==> config.mk <==
export PLATFORM = sky130hd
export DESIGN_NAME = apb_rr_master
export DESIGN_NICKNAME = d
export VERILOG_FILES = /design/src/rtl/apb_rr_master.sv
export SDC_FILE = /design/constraint.sdc
export NUM_CORES = 1
export LEC_CHECK = 0
export ABC_AREA = 1
export BUFFER_PORTS_ARGS = -buffer_cell sky130_fd_sc_hd__clkbuf_2
export CORE_MARGIN = 2
export CORE_UTILIZATION = 30
export DETAILED_ROUTE_END_ITERATION = 8
export GPL_ROUTABILITY_DRIVEN = 0
export MAX_ROUTING_LAYER = met4
export SYNTH_ARGS = -nofsm -noshare
export SYNTH_HDL_FRONTEND = slang
export SYNTH_SLANG_ARGS = --single-unit
==> constraint.sdc <==
create_clock -name pclk -period 3.9 [get_ports pclk]
set_input_delay 0.195 -clock pclk [delete_from_list [all_inputs] [get_ports pclk]]
set_output_delay 0.195 -clock pclk [all_outputs]
set_load 0.01 [all_outputs]
==> src/rtl/apb_rr_master.sv <==
// APB master that shares one slave between NUM_REQ requesters.
// Round-robin arbitration, SETUP/ACCESS sequencing and an ACCESS-phase timeout.
module apb_rr_master #(
  parameter int NUM_REQ     = 2,
  parameter int AW          = 32,
  parameter int DW          = 32,
  parameter int TIMEOUT_CYC = 16
) (
  input  logic                  pclk,
  input  logic                  preset,
  input  logic [NUM_REQ-1:0]    req_valid,
  input  logic [NUM_REQ-1:0]    req_write,
  input  logic [NUM_REQ*AW-1:0] req_addr,
  input  logic [NUM_REQ*DW-1:0] req_wdata,
  output logic [NUM_REQ-1:0]    req_done,
  output logic [DW-1:0]         rsp_rdata,
  output logic                  rsp_err,
  output logic                  rsp_tmo,
  output logic                  busy,
  output logic                  psel,
  output logic                  penable,
  output logic                  pwrite,
  output logic [AW-1:0]         paddr,
  output logic [DW-1:0]         pwdata,
  input  logic [DW-1:0]         prdata,
  input  logic                  pready,
  input  logic                  pslverr
);
  localparam int PW = (NUM_REQ > 1) ? $clog2(NUM_REQ) : 1;
  localparam int CW = $clog2(TIMEOUT_CYC + 1);

  typedef enum logic [1:0] {
    IDLE   = 2'd0,
    SETUP  = 2'd1,
    ACCESS = 2'd2
  } state_t;

  state_t               state_r, state_s;
  logic                 armed_r, armed_s;
  logic [PW-1:0]        gnt_r, gnt_s, rr_ptr_r, rr_ptr_s, pick_s;
  logic [CW-1:0]        tmo_cnt_r, tmo_cnt_s;
  logic                 psel_s, penable_s, pwrite_s, busy_s;
  logic                 rsp_err_s, rsp_tmo_s, finish_s;
  logic [AW-1:0]        paddr_s;
  logic [DW-1:0]        pwdata_s, rsp_rdata_s;
  logic [NUM_REQ-1:0]   req_done_s;

  function automatic logic [PW-1:0] rr_pick(input logic [NUM_REQ-1:0] v,
                                            input logic [PW-1:0]      ptr);
    logic [PW-1:0] pick;
    logic          found;
    int            idx;
    pick  = ptr;
    found = 1'b0;
    for (int k = 0; k < NUM_REQ; k++) begin
      idx = (int'(ptr) + k) % NUM_REQ;
      if (!found && v[idx]) begin
        pick  = PW'(idx);
        found = 1'b1;
      end else begin
        found = found;
      end
    end
    return pick;
  endfunction

  assign pick_s = rr_pick(req_valid, rr_ptr_r);

  // Next-state and next-output computation; armed_r marks a winner latched in IDLE
  always_comb begin
    state_s     = state_r;
    armed_s     = armed_r;
    gnt_s       = gnt_r;
    rr_ptr_s    = rr_ptr_r;
    tmo_cnt_s   = tmo_cnt_r;
    psel_s      = psel;
    penable_s   = penable;
    pwrite_s    = pwrite;
    paddr_s     = paddr;
    pwdata_s    = pwdata;
    busy_s      = busy;
    req_done_s  = '0;
    rsp_rdata_s = '0;
    rsp_err_s   = 1'b0;
    rsp_tmo_s   = 1'b0;
    finish_s    = 1'b0;
    case (state_r)
      IDLE: begin
        if (armed_r) begin
          state_s   = SETUP;
          armed_s   = 1'b0;
          psel_s    = 1'b1;
          penable_s = 1'b0;
          busy_s    = 1'b1;
        end else if (|req_valid) begin
          armed_s  = 1'b1;
          gnt_s    = pick_s;
          pwrite_s = req_write[pick_s];
          paddr_s  = req_addr[int'(pick_s)*AW +: AW];
          pwdata_s = req_wdata[int'(pick_s)*DW +: DW];
        end else begin
          armed_s = 1'b0;
        end
      end
      SETUP: begin
        state_s   = ACCESS;
        penable_s = 1'b1;
        tmo_cnt_s = '0;
      end
      ACCESS: begin
        if (pready) begin
          finish_s    = 1'b1;
          rsp_err_s   = pslverr;
          rsp_rdata_s = (pslverr || pwrite) ? '0 : prdata;
        end else if (tmo_cnt_r == CW'(TIMEOUT_CYC - 1)) begin
          finish_s  = 1'b1;
          rsp_err_s = 1'b1;
          rsp_tmo_s = 1'b1;
        end else begin
          tmo_cnt_s = tmo_cnt_r + CW'(1);
        end
      end
      default: begin
        state_s   = IDLE;
        armed_s   = 1'b0;
        psel_s    = 1'b0;
        penable_s = 1'b0;
        busy_s    = 1'b0;
      end
    endcase
    if (finish_s) begin
      state_s            = IDLE;
      psel_s             = 1'b0;
      penable_s          = 1'b0;
      busy_s             = 1'b0;
      tmo_cnt_s          = '0;
      req_done_s[gnt_r]  = 1'b1;
      rr_ptr_s           = (gnt_r == PW'(NUM_REQ - 1)) ? '0 : gnt_r + PW'(1);
    end else begin
      rr_ptr_s = rr_ptr_r;
    end
  end

  // State and registered outputs, synchronous reset
  always_ff @(posedge pclk) begin
    if (preset) begin
      state_r   <= IDLE;
      armed_r   <= 1'b0;
      gnt_r     <= '0;
      rr_ptr_r  <= '0;
      tmo_cnt_r <= '0;
      psel      <= 1'b0;
      penable   <= 1'b0;
      pwrite    <= 1'b0;
      paddr     <= '0;
      pwdata    <= '0;
      busy      <= 1'b0;
      req_done  <= '0;
      rsp_rdata <= '0;
      rsp_err   <= 1'b0;
      rsp_tmo   <= 1'b0;
    end else begin
      state_r   <= state_s;
      armed_r   <= armed_s;
      gnt_r     <= gnt_s;
      rr_ptr_r  <= rr_ptr_s;
      tmo_cnt_r <= tmo_cnt_s;
      psel      <= psel_s;
      penable   <= penable_s;
      pwrite    <= pwrite_s;
      paddr     <= paddr_s;
      pwdata    <= pwdata_s;
      busy      <= busy_s;
      req_done  <= req_done_s;
      rsp_rdata <= rsp_rdata_s;
      rsp_err   <= rsp_err_s;
      rsp_tmo   <= rsp_tmo_s;
    end
  end

endmodule
==> impl_summary.md, run 1 <==
Clock network
The depth of the CTS H-tree is 3. The number of buffers created by CTS is 9. The clock input transition at the sequential cells of the worst setup and hold paths is 0.09 ns. The TritonCTS sink count is 112. TritonCTS built the clock tree. For this design, the CTS-stage hold fixing added 3 buffers. The number of gates resized after cts is 0. The number of post-CTS setup repair buffers is 0.

At the later pin of the worst-skew pair, clock insertion delay measures 0.36 ns. The maximum count of clock buffers along a single path is 2. The root buffer cell chosen for the clock tree is sky130_fd_sc_hd__clkbuf_16.

Worst setup path
STA classifies the critical path startpoint as a flop. The top cell family by delay on the critical path is buffers and inverters. Measured in cells, the most critical reg-to-reg path has a length of 9.

STA classifies the critical path endpoint as a flop. The endpoint of the worst register-to-register path is paddr[18]. The critical path starts at penable. The type of the worst setup path is flop to flop. The startpoint of the worst register-to-register path is penable. The data arrival time of the critical path is 2.40 ns. The largest single stage delay on the critical path is 0.53 ns. At the worst endpoint, the required time is 4.16 ns. Across all register-to-register paths, the minimum setup slack is 1.76 ns. The slowest cell on the critical path is sky130_fd_sc_hd__buf_4. Following the worst setup path forward leads to its endpoint at paddr[18]. Counting buffers and inverters, the worst setup path is 9 cells deep. The number of buffers and inverters on the critical path is 4. In this run the worst path has a maximum fanout of 43.

Traced cell by cell, the critical path runs through inv_1, ha_1, nand2_2, inv_2, nand2_2, buf_4, a21oi_1, nand2_1, inv_1.

Power and ir drop
The worst ir drop on vdd is 0.000308 V. The completed layout was analyzed and its total power is 4.37 mW. Power spread over the standard cell area amounts to 629 nW/um2. The leakage power of the design is 4.06 nW.

Synth
The synthesized netlist devotes 0% of its cell area to XOR and XNOR gates. The number of register bits inferred by synthesis is 112. The number of different library cells in the post-synthesis netlist is 22. The synthesized netlist cell count is 767. The synthesized netlist devotes 8.58% of its cell area to compound gates. The adder and majority cell fraction of the synthesized area is 1.20%. Counting every net in the synthesized netlist gives 940.

The simple-gate portion of the synthesized area is 28.2%. Sequential cells were found to cover 43.0% of the synthesized design area. The largest family of logic cells by synthesized area is simple AND/OR/NAND/NOR gates. The total standard cell area after synthesis is 5210 um2. The number of synthesis warnings is 0. In the synthesized netlist, mux cells make up 0% of the area. A synthesized cell averages 6.79 um2.

Layout
The top cell types in the final layout, fill and taps aside, are sky130_fd_sc_hd__clkbuf_2 (271), sky130_fd_sc_hd__inv_1 (181), sky130_fd_sc_hd__nand2_1 (152), sky130_fd_sc_hd__nand3_1 (134), sky130_fd_sc_hd__dfxtp_1 (112). The leading cell type in the layout, fill and taps excluded is sky130_fd_sc_hd__clkbuf_2. The fraction of final layout cells sized beyond drive strength 1 is 30.9%. The number of inserted filler cells in the final layout is 1,834.

The area of all placed cells without fillers is 6960 um2. The total number of nets in the final design is 1,187. The layout-stage area growth over the synthesis result is 33.6%.

Place
The count of buffers from port buffering is 271. The detailed placer's ending HPWL is 11.0 mm. The placed instances occupy a cell area of 6620 um2.

Outcome
The flow ran to the end, and the final reports show no timing, DRC or antenna violations.

Global route
The number of global-route vias before repair came to 4,861. The total congestion overflow after global routing is 0. The global routing usage summed across all routing layers is 16.7%. The wire length of the first global-routing pass is 23.5 mm. The number of antenna violations at the first check in global routing came to 1. The maximum number of pins on one net before global-route repair is 66.

Timing
At the pin with the least slew margin, the transition time is 0.881 ns. The final number of max-transition violations is 0. The relative slew slack is 41.0%. Dividing the final minimum period by the clock period gives 55.0%. The final hold slack is 0.0147 ns. For this run, the top clock speed supported by timing is 0.467 GHz.

Setup repair after global routing left no endpoint under its margin. The number of hold violations in the final report is 0. Adding up every negative setup slack in the final design gives 0 ns. The final setup violation count is 0.

The shortest clock period the worst path allows after layout is 2.14 ns. The clock skew is 0.00948 ns.

Floorplan
Once the floorplan was initialized, standard cells occupied 30.4% of the core. The number of standard-cell rows in the floorplan is 48. For this design the top-level I/O count stands at 272. The die covers 18,400 um2. The die boundary height is 136 um. The region available for standard cell placement spans 17,100 um2. In this run the horizontal extent of the chip is 136 um.

Drt
Dividing the detail-routed via count by the number of cells gives 4.30. The via total after detailed routing is 5,351. In the routed design, unresolved DRC markers number 0. The antenna violation net count after detailed routing is 0. The routed wire length is 15.0 mm. Dividing the detail-routed wire length by the instance count gives 12.1 um. The violation count after the first detailed-routing iteration is 186.

The pre-antenna-repair detailed-routing pass consisted of 6 iterations.

Job
The tool flagged a number of max-cap violations equal to 0.

Min path
In this run the worst hold path is classified as input pin to flop.
-- metrics by stage --
stage / utilization [%] / setup WS [ns] / std cells
detailed placement: 38.6 / 1.74 / 1224
finish: 40.6 / 1.76 / 1245
global route: 40.6 / 1.52 / 1245
global placement: 38.6 / 1.81 / 1224
floorplan: - / 2.38 / 767
CTS: 40.6 / 1.73 / 1243
-- sequential cells by signal, indices dropped and copies added (netlist names), 2 cells and up --
signal and cells:
paddr 32, rsp_rdata 32, req_done 2, pwdata 32, tmo_cnt_r 5
-- worst min path at each step --
stage	slack (ns)	from	depth (start not counted)	endpoint
floorplan	0.27	pready	1	rsp_tmo
global placement	0.39	prdata[11]	3	rsp_rdata[11]
detailed placement	0.40	prdata[8]	3	rsp_rdata[8]
CTS	0.0001	prdata[19]	3	rsp_rdata[19]
global route	0.002	prdata[19]	3	rsp_rdata[19]
finish	0.01	prdata[17]	3	rsp_rdata[17]
-- cell usage after synthesis --
library cell | instances | area share (%)
sky130_fd_sc_hd__inv_1 | 181 | 13
sky130_fd_sc_hd__nand2_1 | 155 | 11
sky130_fd_sc_hd__nand3_1 | 134 | 13
sky130_fd_sc_hd__dfxtp_1 | 112 | 43
sky130_fd_sc_hd__a21oi_1 | 65 | 6.2
sky130_fd_sc_hd__nor2_1 | 43 | 3.1
sky130_fd_sc_hd__buf_2 | 32 | 3.1
sky130_fd_sc_hd__a21oi_2 | 10 | 1.7
sky130_fd_sc_hd__buf_6 | 10 | 2.2
sky130_fd_sc_hd__ha_1 | 5 | 1.2
sky130_fd_sc_hd__o21ai_0 | 4 | 0.38
sky130_fd_sc_hd__buf_4 | 3 | 0.43
sky130_fd_sc_hd__inv_2 | 3 | 0.22
sky130_fd_sc_hd__nand2_2 | 2 | 0.24
sky130_fd_sc_hd__clkbuf_1 | 1 | 0.072
sky130_fd_sc_hd__nand4_1 | 1 | 0.12
sky130_fd_sc_hd__nand4_2 | 1 | 0.24
sky130_fd_sc_hd__nor2_4 | 1 | 0.22
sky130_fd_sc_hd__nor3_1 | 1 | 0.096
sky130_fd_sc_hd__o211ai_1 | 1 | 0.14
sky130_fd_sc_hd__o22ai_1 | 1 | 0.12
sky130_fd_sc_hd__or2_2 | 1 | 0.12
-- power breakdown --
| group | total (mW) | internal, mW | switching [mW] |
|---|---|---|---|
| combinational | 1.84 | 0.668 | 1.17 |
| clock | 0.939 | 0.456 | 0.483 |
| sequential | 1.59 | 1.44 | 0.152 |
-- worst register-to-register path, cell delays in order (launching register included) --
cell	delay [ns]
sky130_fd_sc_hd__dfxtp_1	0.39
sky130_fd_sc_hd__inv_1	0.08
sky130_fd_sc_hd__ha_1	0.23
sky130_fd_sc_hd__nand2_2	0.12
sky130_fd_sc_hd__inv_2	0.04
sky130_fd_sc_hd__nand2_2	0.34
sky130_fd_sc_hd__buf_4	0.54
sky130_fd_sc_hd__a21oi_1	0.17
sky130_fd_sc_hd__nand2_1	0.10
sky130_fd_sc_hd__inv_1	0.04
-- cells by family after synthesis --
group / Yosys count
flip-flops: 112
adder cells (fa/ha/maj): 5
AO/OA/AOI/OAI: 81
AND/OR/NAND/NOR: 339
buffers and inverters: 230
-- layer usage --
layer / track usage [%] / up-vias / wire length (um)
met1: 20.1 / 2342 / 6510
met3: 3.18 / 24 / 947
li1: - / 2817 / -
met4: 6.77 / 0 / 399
met2: 27.3 / 168 / 7160
met5: - / - / 0
-- layout make-up --
| cell class | count | area, um2 | share of cell area [%] |
|---|---|---|---|
| well taps | 225 | 282 | 4.05 |
| inverters | 184 | 691 | 9.93 |
| clock buffers | 9 | 225 | 3.24 |
| flip-flops and latches | 112 | 2240 | 32.2 |
| diodes | 1 | 2.50 | 0.0360 |
| repair buffers | 282 | 1450 | 20.8 |
| clock inverters | 7 | 73.8 | 1.06 |
| multi-input cells | 425 | 1990 | 28.6 |
Power figures use the tool's default switching activity.
==> inputs of run 2 (changes only) <==
==> constraint.sdc (replaced) <==
create_clock -name pclk -period 1.77 [get_ports pclk]
set_input_delay 0.0885 -clock pclk [delete_from_list [all_inputs] [get_ports pclk]]
set_output_delay 0.0885 -clock pclk [all_outputs]
set_load 0.01 [all_outputs]
==> run 2 against run 1 <==
Power increased by 130%. Setup slack worse by 1.6 ns. Critical path type unchanged. Count of clock-buffer cells in the layout unchanged. Highest routed layer unchanged. Sequential power up 120%.
==> impl_summary.md, run 2 (same netlist as run 1, synthesis figures left out) <==
Outcome
Status: complete, no violations (unchanged).

Timing
Setup repair after global routing missed its margin: false (unchanged). The total negative slack for setup checks is 0 ns (unchanged). The shortest clock period the worst path allows after layout is 1.62 ns (was 2.14 ns). The final setup violation count is 0 (unchanged). The worst path setup slack after routing is 0.150 ns (was 1.76 ns). The final number of max-transition violations is 0 (unchanged). The clock skew is 0.0102 ns (was 0.00948 ns).

The ratio of final minimum period to clock period is 91.5% (was 55.0%). The relative slew slack came to 52.4% (was 41.0%). The number of hold violations in the final report is 0 (unchanged). The worst-margin pin slew came to 0.714 ns (was 0.881 ns). The timing-limited maximum frequency is 0.617 GHz (was 0.467 GHz).

Power and ir drop
The part of the total power dissipated in combinational logic is 43.3% (was 42.1%). The power density of the placed cells is 1330 nW/um2 (was 629 nW/um2). The share of total power consumed by net switching came to 40.8% (was 41.3%). The worst ir drop on vdd was 0.000894 V (was 0.000308 V). The net switching power figure is 4.03 mW (was 1.81 mW).

The relative contribution of the clock network to total power came to 21.1% (was 21.5%). The relative contribution of sequential cells to total power was 35.5% (was 36.5%). The leakage power of the design is 4.26 nW (was 4.06 nW). The total internal power is 5.83 mW (was 2.57 mW).

Clock network
The latest clock arrival within the worst-skew pair is 0.36 ns (about the same). The depth of the CTS H-tree is 3 (unchanged). The CTS tree is done (unchanged).

The TritonCTS sink count is 112 (unchanged). The maximum count of clock buffers along a single path came to 2 (unchanged). The number of buffers created by CTS is 9 (unchanged). The buffer type at the clock tree root is sky130_fd_sc_hd__clkbuf_16 (unchanged). The clock input transition at the sequential cells of the worst setup and hold paths is 0.08 ns (was 0.09 ns).

Layout
Top library cells by usage in the layout, fill and taps aside: sky130_fd_sc_hd__clkbuf_2 (271), sky130_fd_sc_hd__inv_1 (181), sky130_fd_sc_hd__nand2_1 (152), sky130_fd_sc_hd__nand3_1 (134), sky130_fd_sc_hd__dfxtp_1 (112) (unchanged). Top flop regs: paddr (32), pwdata (32), rsp_rdata (32) (unchanged). The area of all placed cells without fillers is 7430 um2 (was 6960 um2). The leading cell type in the layout, fill and taps excluded is sky130_fd_sc_hd__clkbuf_2 (unchanged). The layout-stage area growth over the synthesis result is 42.6% (was 33.6%). The number of diodes added for antenna fixing is 0 (was 1). The share of the core filled with cells in the final layout was 43.4% (was 40.6%). The total number of nets in the final design is 1,228 (was 1,187). The fraction of final layout cells sized beyond drive strength 1 is 30.4% (was 30.9%).

Min path
The beginning of the worst hold path is req_wdata[18] (was prdata[17]). The end point of the most critical hold path is pwdata[18] (was rsp_rdata[17]). The worst hold path cell count is 5 (was 3). The class of the tightest hold or removal check is input pin to flop (unchanged).

Drt
The routed wire length was 15.5 mm (was 15.0 mm). The number of design rule violations left after detail routing is 0 (unchanged). The via total after detailed routing was 5,515 (was 5,351). The routed length per placed instance was 12.1 um (about the same). The violation count after the first detailed-routing iteration came to 226 (was 186). The number of iterations in the first detailed-routing pass was 4 (was 6). The via-per-instance ratio is 4.29 (was 4.30). The antenna violation net count after detailed routing is 0 (unchanged).

Worst setup path
The type of the worst setup path was flop to flop (unchanged). The peak fanout along the critical path is 66 (was 43). The endpoint of the worst register-to-register path was paddr[14] (was paddr[18]). The number of cells on the worst reg-to-reg path is 9 (unchanged). The endpoint type of the worst setup path is a flop (unchanged).

The worst endpoint required time is 2.03 ns (was 4.16 ns). The startpoint of the worst register-to-register path is penable (unchanged). The data arrival time of the critical path is 1.88 ns (was 2.40 ns).

The kind of start point of the critical path is a flop (unchanged). The flop-to-flop setup slack is 0.15 ns (was 1.76 ns).

Place
The pre-CTS setup slack is 0.105 ns (was 1.74 ns). The cell area after placement is 6710 um2 (was 6620 um2). The count of buffers from port buffering is 271 (unchanged).

The detailed placer's ending HPWL is 10.9 mm (was 11.0 mm).

Global route
The maximum number of pins on one net before global-route repair came to 67 (was 66). The number of global-route vias before repair is 4,986 (was 4,861). The number of antenna violations at the first check in global routing was 0 (was 1).

The wire length of the first global-routing pass is 23.9 mm (was 23.5 mm). The total congestion overflow after global routing was 0 (unchanged). The global routing usage summed across all routing layers was 16.9% (was 16.7%).

Job
The reported max-cap violation count came to 0 (unchanged).

Floorplan
The die boundary width was 136 um (unchanged). The area enclosed by the die boundary was 18,400 um2 (unchanged). The placeable core region was 17,100 um2 (unchanged). The die boundary height was 136 um (unchanged). The number of top-level pins is 272 (unchanged). The initial core utilization is 30.4% (unchanged).

The number of standard-cell rows in the floorplan is 48 (unchanged).
==> run 2: cell types whose count changed in the layout (fill, tap and decap cells not counted) <==
cell	delta
sky130_fd_sc_hd__ha_2	+1
sky130_fd_sc_hd__diode_2	-1
sky130_fd_sc_hd__nor2_1	-1
sky130_fd_sc_hd__buf_12	+5
sky130_fd_sc_hd__clkinv_4	-2
sky130_fd_sc_hd__ha_1	-1
sky130_fd_sc_hd__o21ai_1	+1
sky130_fd_sc_hd__dlygate4sd3_1	+36
sky130_fd_sc_hd__nor2_2	+1
sky130_fd_sc_hd__o21ai_0	-1
sky130_fd_sc_hd__clkinv_8	+1
sky130_fd_sc_hd__inv_8	+1
==> run 2: per-stage QoR <==
step	std cells	power (mW)	hold WS [ns]
3_5_place_dp	1228	7.80	0.290
4_1_cts	1284	10.0	0.000543
3_3_place_gp	1228	7.74	0.287
6_report	1285	9.86	0.0117
5_1_grt	1285	10.7	0.0230
2_1_floorplan	767	6.47	0.160
==> run 2: area by class of cell <==
type | count | area, um2
tap | 225 | 282
fill | 1785 | 9690
inverter | 184 | 691
clock buffer | 9 | 225
clock inverter | 7 | 83.8
sequential | 112 | 2240
timing repair buffer | 323 | 1910
multi-input combinational | 425 | 2000
==> run 2: repair_timing <==
item,4_1_cts,5_1_grt
endpoints found under the hold margin,40,0
setup buffers,0,1
resized for setup,0,3
hold buffers,40,0
endpoints found under the setup margin,0,5
==> run 2: worst max path at each step <==
stage                 start      endpoint  slack (ns)  cells past startpoint
3_5_place_dp   tmo_cnt_r[0]  tmo_cnt_r[3]        0.11                      9
3_3_place_gp   tmo_cnt_r[0]  tmo_cnt_r[3]        0.14                      9
5_1_grt        tmo_cnt_r[0]          psel       0.002                      8
4_1_cts        tmo_cnt_r[0]  tmo_cnt_r[2]        0.07                      9
2_1_floorplan  tmo_cnt_r[0]  tmo_cnt_r[3]        0.25                      9
6_report            penable     paddr[14]        0.15                      9
==> run 2: power by group through the flow <==
stage	Combinational (mW)	Sequential, mW	Clock, mW
3_3_place_gp	4.20	3.54	0
3_5_place_dp	4.24	3.56	0
4_1_cts	4.33	3.51	2.18
6_report	4.27	3.50	2.08
5_1_grt	4.81	3.59	2.28
2_1_floorplan	2.64	3.83	0
==> run 2: per-layer routing <==
metal	vias to the layer above	wire length, um	global-route usage, %
li1	2892	-	-
met4	0	371	6.89
met5	-	0	-
met1	2445	6880	20.1
met2	153	7470	28.5
met3	25	784	2.58
==> run 2: worst max-delay path: stages (launching register included) <==
cell and delay [ns]:
sky130_fd_sc_hd__dfxtp_1 0.39, sky130_fd_sc_hd__inv_1 0.08, sky130_fd_sc_hd__ha_1 0.23, sky130_fd_sc_hd__nand2_2 0.13, sky130_fd_sc_hd__inv_2 0.04, sky130_fd_sc_hd__nand2_2 0.07
sky130_fd_sc_hd__buf_12 0.30, sky130_fd_sc_hd__a21oi_1 0.11, sky130_fd_sc_hd__nand2_1 0.09, sky130_fd_sc_hd__inv_1 0.04
==> inputs of run 3 (changes only) <==
--- a/config.mk
+++ b/config.mk
@@ -5,13 +5,13 @@
 export SDC_FILE = /design/constraint.sdc
 export NUM_CORES = 1
 export LEC_CHECK = 0
-export ABC_AREA = 1
 export BUFFER_PORTS_ARGS = -buffer_cell sky130_fd_sc_hd__clkbuf_2
 export CORE_MARGIN = 2
 export CORE_UTILIZATION = 30
 export DETAILED_ROUTE_END_ITERATION = 8
 export GPL_ROUTABILITY_DRIVEN = 0
 export MAX_ROUTING_LAYER = met4
+export PLACE_DENSITY = 0.63
 export SYNTH_ARGS = -nofsm -noshare
 export SYNTH_HDL_FRONTEND = slang
 export SYNTH_SLANG_ARGS = --single-unit
==> run 3 against run 2 <==
Combinational power increased by 30%. Via count is 5.3% higher. Design area increased by 6.3%. Die area is 7.1% higher. Critical path depth down 3. Clock power increased by 7%. Critical endpoint is now paddr[8].
==> impl_summary.md, run 3 <==
Global route
The wire length of the first global-routing pass came to 31.0 mm (was 23.9 mm). The total congestion overflow after global routing was 0 (unchanged). The number of antenna violations at the first check in global routing is 0 (unchanged). The global routing usage summed across all routing layers was 20.0% (was 16.9%). The maximum number of pins on one net before global-route repair is 68 (was 67). The number of global-route vias before repair is 5,646 (was 4,986).

Power and ir drop
The leakage power of the design was 3.14 nW (was 4.26 nW). The post-route total power is 11.4 mW (was 9.86 mW). The relative contribution of sequential cells to total power is 31.5% (was 35.5%). The net switching power figure is 4.80 mW (was 4.03 mW). The share of total power consumed by net switching came to 42.2% (was 40.8%). The power density of the placed cells came to 1440 nW/um2 (was 1330 nW/um2). The total internal power is 6.56 mW (was 5.83 mW). The worst ir drop on vdd came to 0.000797 V (was 0.000894 V).

The relative contribution of the clock network to total power is 19.6% (was 21.1%). The part of the total power dissipated in combinational logic is 48.9% (was 43.3%).

Synth
The adder and majority cell fraction of the synthesized area is 1.12% (was 1.20%). The total standard cell area after synthesis is 5590 um2 (was 5210 um2). The number of synthesized flops with an enable pin is 0 (unchanged).

The synthesized-area fraction occupied by ao, oa, aoi and oai cells is 34.9% (was 8.58%). The area share of the largest cell type after synthesis is 40.1% (was 43.0%). The library cell occupying the most area in the post-synthesis netlist is sky130_fd_sc_hd__dfxtp_1 (unchanged).

The number of register bits inferred by synthesis is 112 (unchanged). The number of synthesis warnings was 0 (unchanged). The simple-gate portion of the synthesized area is 14.7% (was 28.2%). The flip-flop cell with the highest count after synthesis is sky130_fd_sc_hd__dfxtp_1 (unchanged). Largest cells by area after synthesis: sky130_fd_sc_hd__dfxtp_1 (40%), sky130_fd_sc_hd__a2111oi_2 (15%), sky130_fd_sc_hd__a2111oi_0 (11%), sky130_fd_sc_hd__nor4_1 (6.5%), sky130_fd_sc_hd__a21oi_1 (6.4%) (was sky130_fd_sc_hd__dfxtp_1 (43%), sky130_fd_sc_hd__inv_1 (13%), sky130_fd_sc_hd__nand3_1 (13%), sky130_fd_sc_hd__nand2_1 (11%), sky130_fd_sc_hd__a21oi_1 (6.2%)).

The average cell area after synthesis is 10.2 um2 (was 6.79 um2). The proportion of synthesized flip-flops having asynchronous set or reset is 0% (unchanged). The synthesized netlist cell count came to 550 (was 767). The xor/xnor cell area share of the yosys netlist was 0% (unchanged). The share of the yosys chip area belonging to registers came to 40.1% (was 43.0%). The number of different library cells in the post-synthesis netlist came to 42 (was 22). The net count after synthesis is 723 (was 940).

The largest family of logic cells by synthesized area is compound AO/OA/AOI/OAI gates (was simple AND/OR/NAND/NOR gates). List of most frequent post-synthesis cells: sky130_fd_sc_hd__dfxtp_1 (112), sky130_fd_sc_hd__a2111oi_0 (71), sky130_fd_sc_hd__a21oi_1 (71) (was sky130_fd_sc_hd__inv_1 (181), sky130_fd_sc_hd__nand2_1 (155), sky130_fd_sc_hd__nand3_1 (134)). The mux contribution to synthesized area is 0.179% (was 0%).

The dominant cell by count in the synthesized netlist was sky130_fd_sc_hd__dfxtp_1 (was sky130_fd_sc_hd__inv_1).

Worst setup path
The kind of start point of the critical path is a flop (unchanged). The endpoint type of the worst setup path is a flop (unchanged). The type of the worst setup path is flop to flop (unchanged). The flop-to-flop setup slack is 0.08 ns (was 0.15 ns). The stage delay of the slowest cell on the critical path was 0.47 ns (was 0.39 ns). The worst endpoint required time was 2.00 ns (was 2.03 ns). The startpoint of the worst register-to-register path is state_r[0] (was penable). The endpoint of the worst register-to-register path is paddr[8] (was paddr[14]). The data arrival time of the critical path is 1.91 ns (was 1.88 ns). Cell breakdown of the critical path: inv_1, ha_1, nand2b_4, buf_12, a2111oi_0, nor4_1 (was inv_1, ha_1, nand2_2, inv_2, nand2_2, buf_12, a21oi_1, nand2_1, inv_1). The slowest cell on the critical path is sky130_fd_sc_hd__a2111oi_0 (was sky130_fd_sc_hd__dfxtp_1). The number of cells on the worst reg-to-reg path is 6 (was 9).

The peak fanout along the critical path is 50 (was 66).

Floorplan
The area enclosed by the die boundary came to 19,700 um2 (was 18,400 um2). The number of standard-cell rows in the floorplan came to 49 (was 48). The placeable core region was 18,100 um2 (was 17,100 um2).

The die boundary width is 141 um (was 136 um). The number of top-level pins is 272 (unchanged). The die boundary height came to 141 um (was 136 um). The initial core utilization is 30.8% (was 30.4%).

Min path
The beginning of the worst hold path was pready (was req_wdata[18]). The worst hold path cell count is 3 (was 5). The class of the tightest hold or removal check is input pin to flop (unchanged). The end point of the most critical hold path is rsp_err (was pwdata[18]).

Drt
The violation count after the first detailed-routing iteration is 290 (was 226). The via-per-instance ratio is 5.53 (was 4.29). The routed length per placed instance is 19.1 um (was 12.1 um). The number of iterations in the first detailed-routing pass was 4 (unchanged). The number of design rule violations left after detail routing is 0 (unchanged). The antenna violation net count after detailed routing is 0 (unchanged).

The via total after detailed routing is 5,808 (was 5,515). The routed wire length came to 20.1 mm (was 15.5 mm).

Timing
The worst-margin pin slew is 0.694 ns (was 0.714 ns). The final number of max-transition violations is 0 (unchanged). The clock skew was 0.0100 ns (was 0.0102 ns). The worst path setup slack after routing is 0.0831 ns (was 0.150 ns). The shortest clock period the worst path allows after layout is 1.69 ns (was 1.62 ns).

The final setup violation count is 0 (unchanged). Setup repair after global routing missed its margin: true (was false). The relative slew slack was 53.8% (was 52.4%). The final hold slack is 0.0450 ns (was 0.0117 ns).

The total negative slack for setup checks is 0 ns (unchanged). The number of hold violations in the final report is 0 (unchanged). The ratio of final minimum period to clock period is 95.3% (was 91.5%). The timing-limited maximum frequency is 0.593 GHz (was 0.617 GHz).

Layout
The fraction of final layout cells sized beyond drive strength 1 was 49.0% (was 30.4%). The leading cell type in the layout, fill and taps excluded is sky130_fd_sc_hd__clkbuf_2 (unchanged). Top library cells by usage in the layout, fill and taps aside: sky130_fd_sc_hd__clkbuf_2 (269), sky130_fd_sc_hd__dfxtp_1 (111), sky130_fd_sc_hd__a21oi_1 (71), sky130_fd_sc_hd__a2111oi_2 (61), sky130_fd_sc_hd__nor4_1 (58) (was sky130_fd_sc_hd__clkbuf_2 (271), sky130_fd_sc_hd__inv_1 (181), sky130_fd_sc_hd__nand2_1 (152), sky130_fd_sc_hd__nand3_1 (134), sky130_fd_sc_hd__dfxtp_1 (112)). The layout-stage area growth over the synthesis result was 41.3% (was 42.6%).

The total number of nets in the final design is 989 (was 1,228). The number of diodes added for antenna fixing came to 0 (unchanged). The number of inserted filler cells in the final layout is 1,773 (was 1,785). Top flop regs: paddr (32), pwdata (32), rsp_rdata (32) (unchanged).

Clock network
The clock input transition at the sequential cells of the worst setup and hold paths is 0.08 ns (about the same). The maximum count of clock buffers along a single path came to 2 (unchanged). The buffer type at the clock tree root was sky130_fd_sc_hd__clkbuf_16 (unchanged).

The depth of the CTS H-tree was 3 (unchanged). The TritonCTS sink count is 112 (unchanged). The number of buffers created by CTS came to 9 (unchanged). The CTS tree is done (unchanged). The latest clock arrival within the worst-skew pair came to 0.36 ns (about the same).

Job
The reported max-cap violation count is 0 (unchanged).

Outcome
Status: complete, no violations (unchanged).

Place
The detailed placer's ending HPWL is 13.1 mm (was 10.9 mm). The count of buffers from port buffering came to 271 (unchanged). The pre-CTS setup slack was 0.0329 ns (was 0.105 ns).
-- run 3: power groups by stage --
stage	logic (mW)	registers (mW)	clock network, mW
2_1_floorplan	3.34	3.86	0
3_3_place_gp	5.21	3.62	0
3_5_place_dp	5.26	3.62	0
4_1_cts	5.33	3.57	2.29
5_1_grt	6.02	3.66	2.38
6_report	5.56	3.58	2.23
-- run 3: repair_timing --
| action | in CTS | in global routing |
|---|---|---|
| hold buffers | 33 | 0 |
| endpoints found under the hold margin | 33 | 0 |
| gates resized for setup | 0 | 25 |
| setup buffers | 0 | 0 |
| setup endpoints to repair | 0 | 33 |
-- run 3: stage by stage --
step	instances	utilization (%)	area [um2]
floorplan	550	-	5590
global placement	1000	39.5	7170
detailed placement	1000	39.5	7170
CTS	1049	43.1	7820
global route	1050	43.5	7900
finish	1050	43.5	7900
-- run 3: how the worst max path moves through the flow --
stage | start | end | slack, ns | cells after the start
2_1_floorplan | tmo_cnt_r[0] | tmo_cnt_r[3] | 0.13 | 6
3_3_place_gp | state_r[0] | pwdata[30] | 0.1 | 6
3_5_place_dp | state_r[0] | pwdata[27] | 0.03 | 6
4_1_cts | state_r[0] | pwdata[27] | 0.01 | 6
5_1_grt | state_r[0] | paddr[18] | -0.03 | 6
6_report | state_r[0] | paddr[8] | 0.08 | 6
-- run 3: kinds of logic after synthesis --
kind of cell | count (synthesis)
AO/OA/AOI/OAI | 214
adder cells (fa/ha/maj) | 5
buffers and inverters | 92
flip-flops | 112
multiplexers | 1
AND/OR/NAND/NOR | 126
-- run 3: layout make-up --
type	instances	area (um2)	share of cell area, %
inverter	8	31.3	0.396
multi-input combinational	346	2900	36.8
tap	229	287	3.63
sequential	112	2240	28.4
clock buffer	9	225	2.85
clock inverter	7	97.6	1.24
timing repair buffer	339	2110	26.7
-- run 3: worst max-delay path, delay by kind of cell (launching register included) --
family,cells,cell delay (ns)
AOI/OAI and AO/OA,1,0.47
DFF,1,0.33
buffers and inverters,2,0.27
and+or+nand+nor,2,0.22
adders and majority gates,1,0.21
-- run 3: metal layers --
metal / vias up / share of wire (%) / GRT usage (%)
li1: 2769 / - / -
met1: 2775 / 43 / 25.6
met2: 228 / 48 / 32.1
met3: 36 / 5.6 / 3.08
met4: 0 / 2.5 / 7.37
met5: - / 0 / -
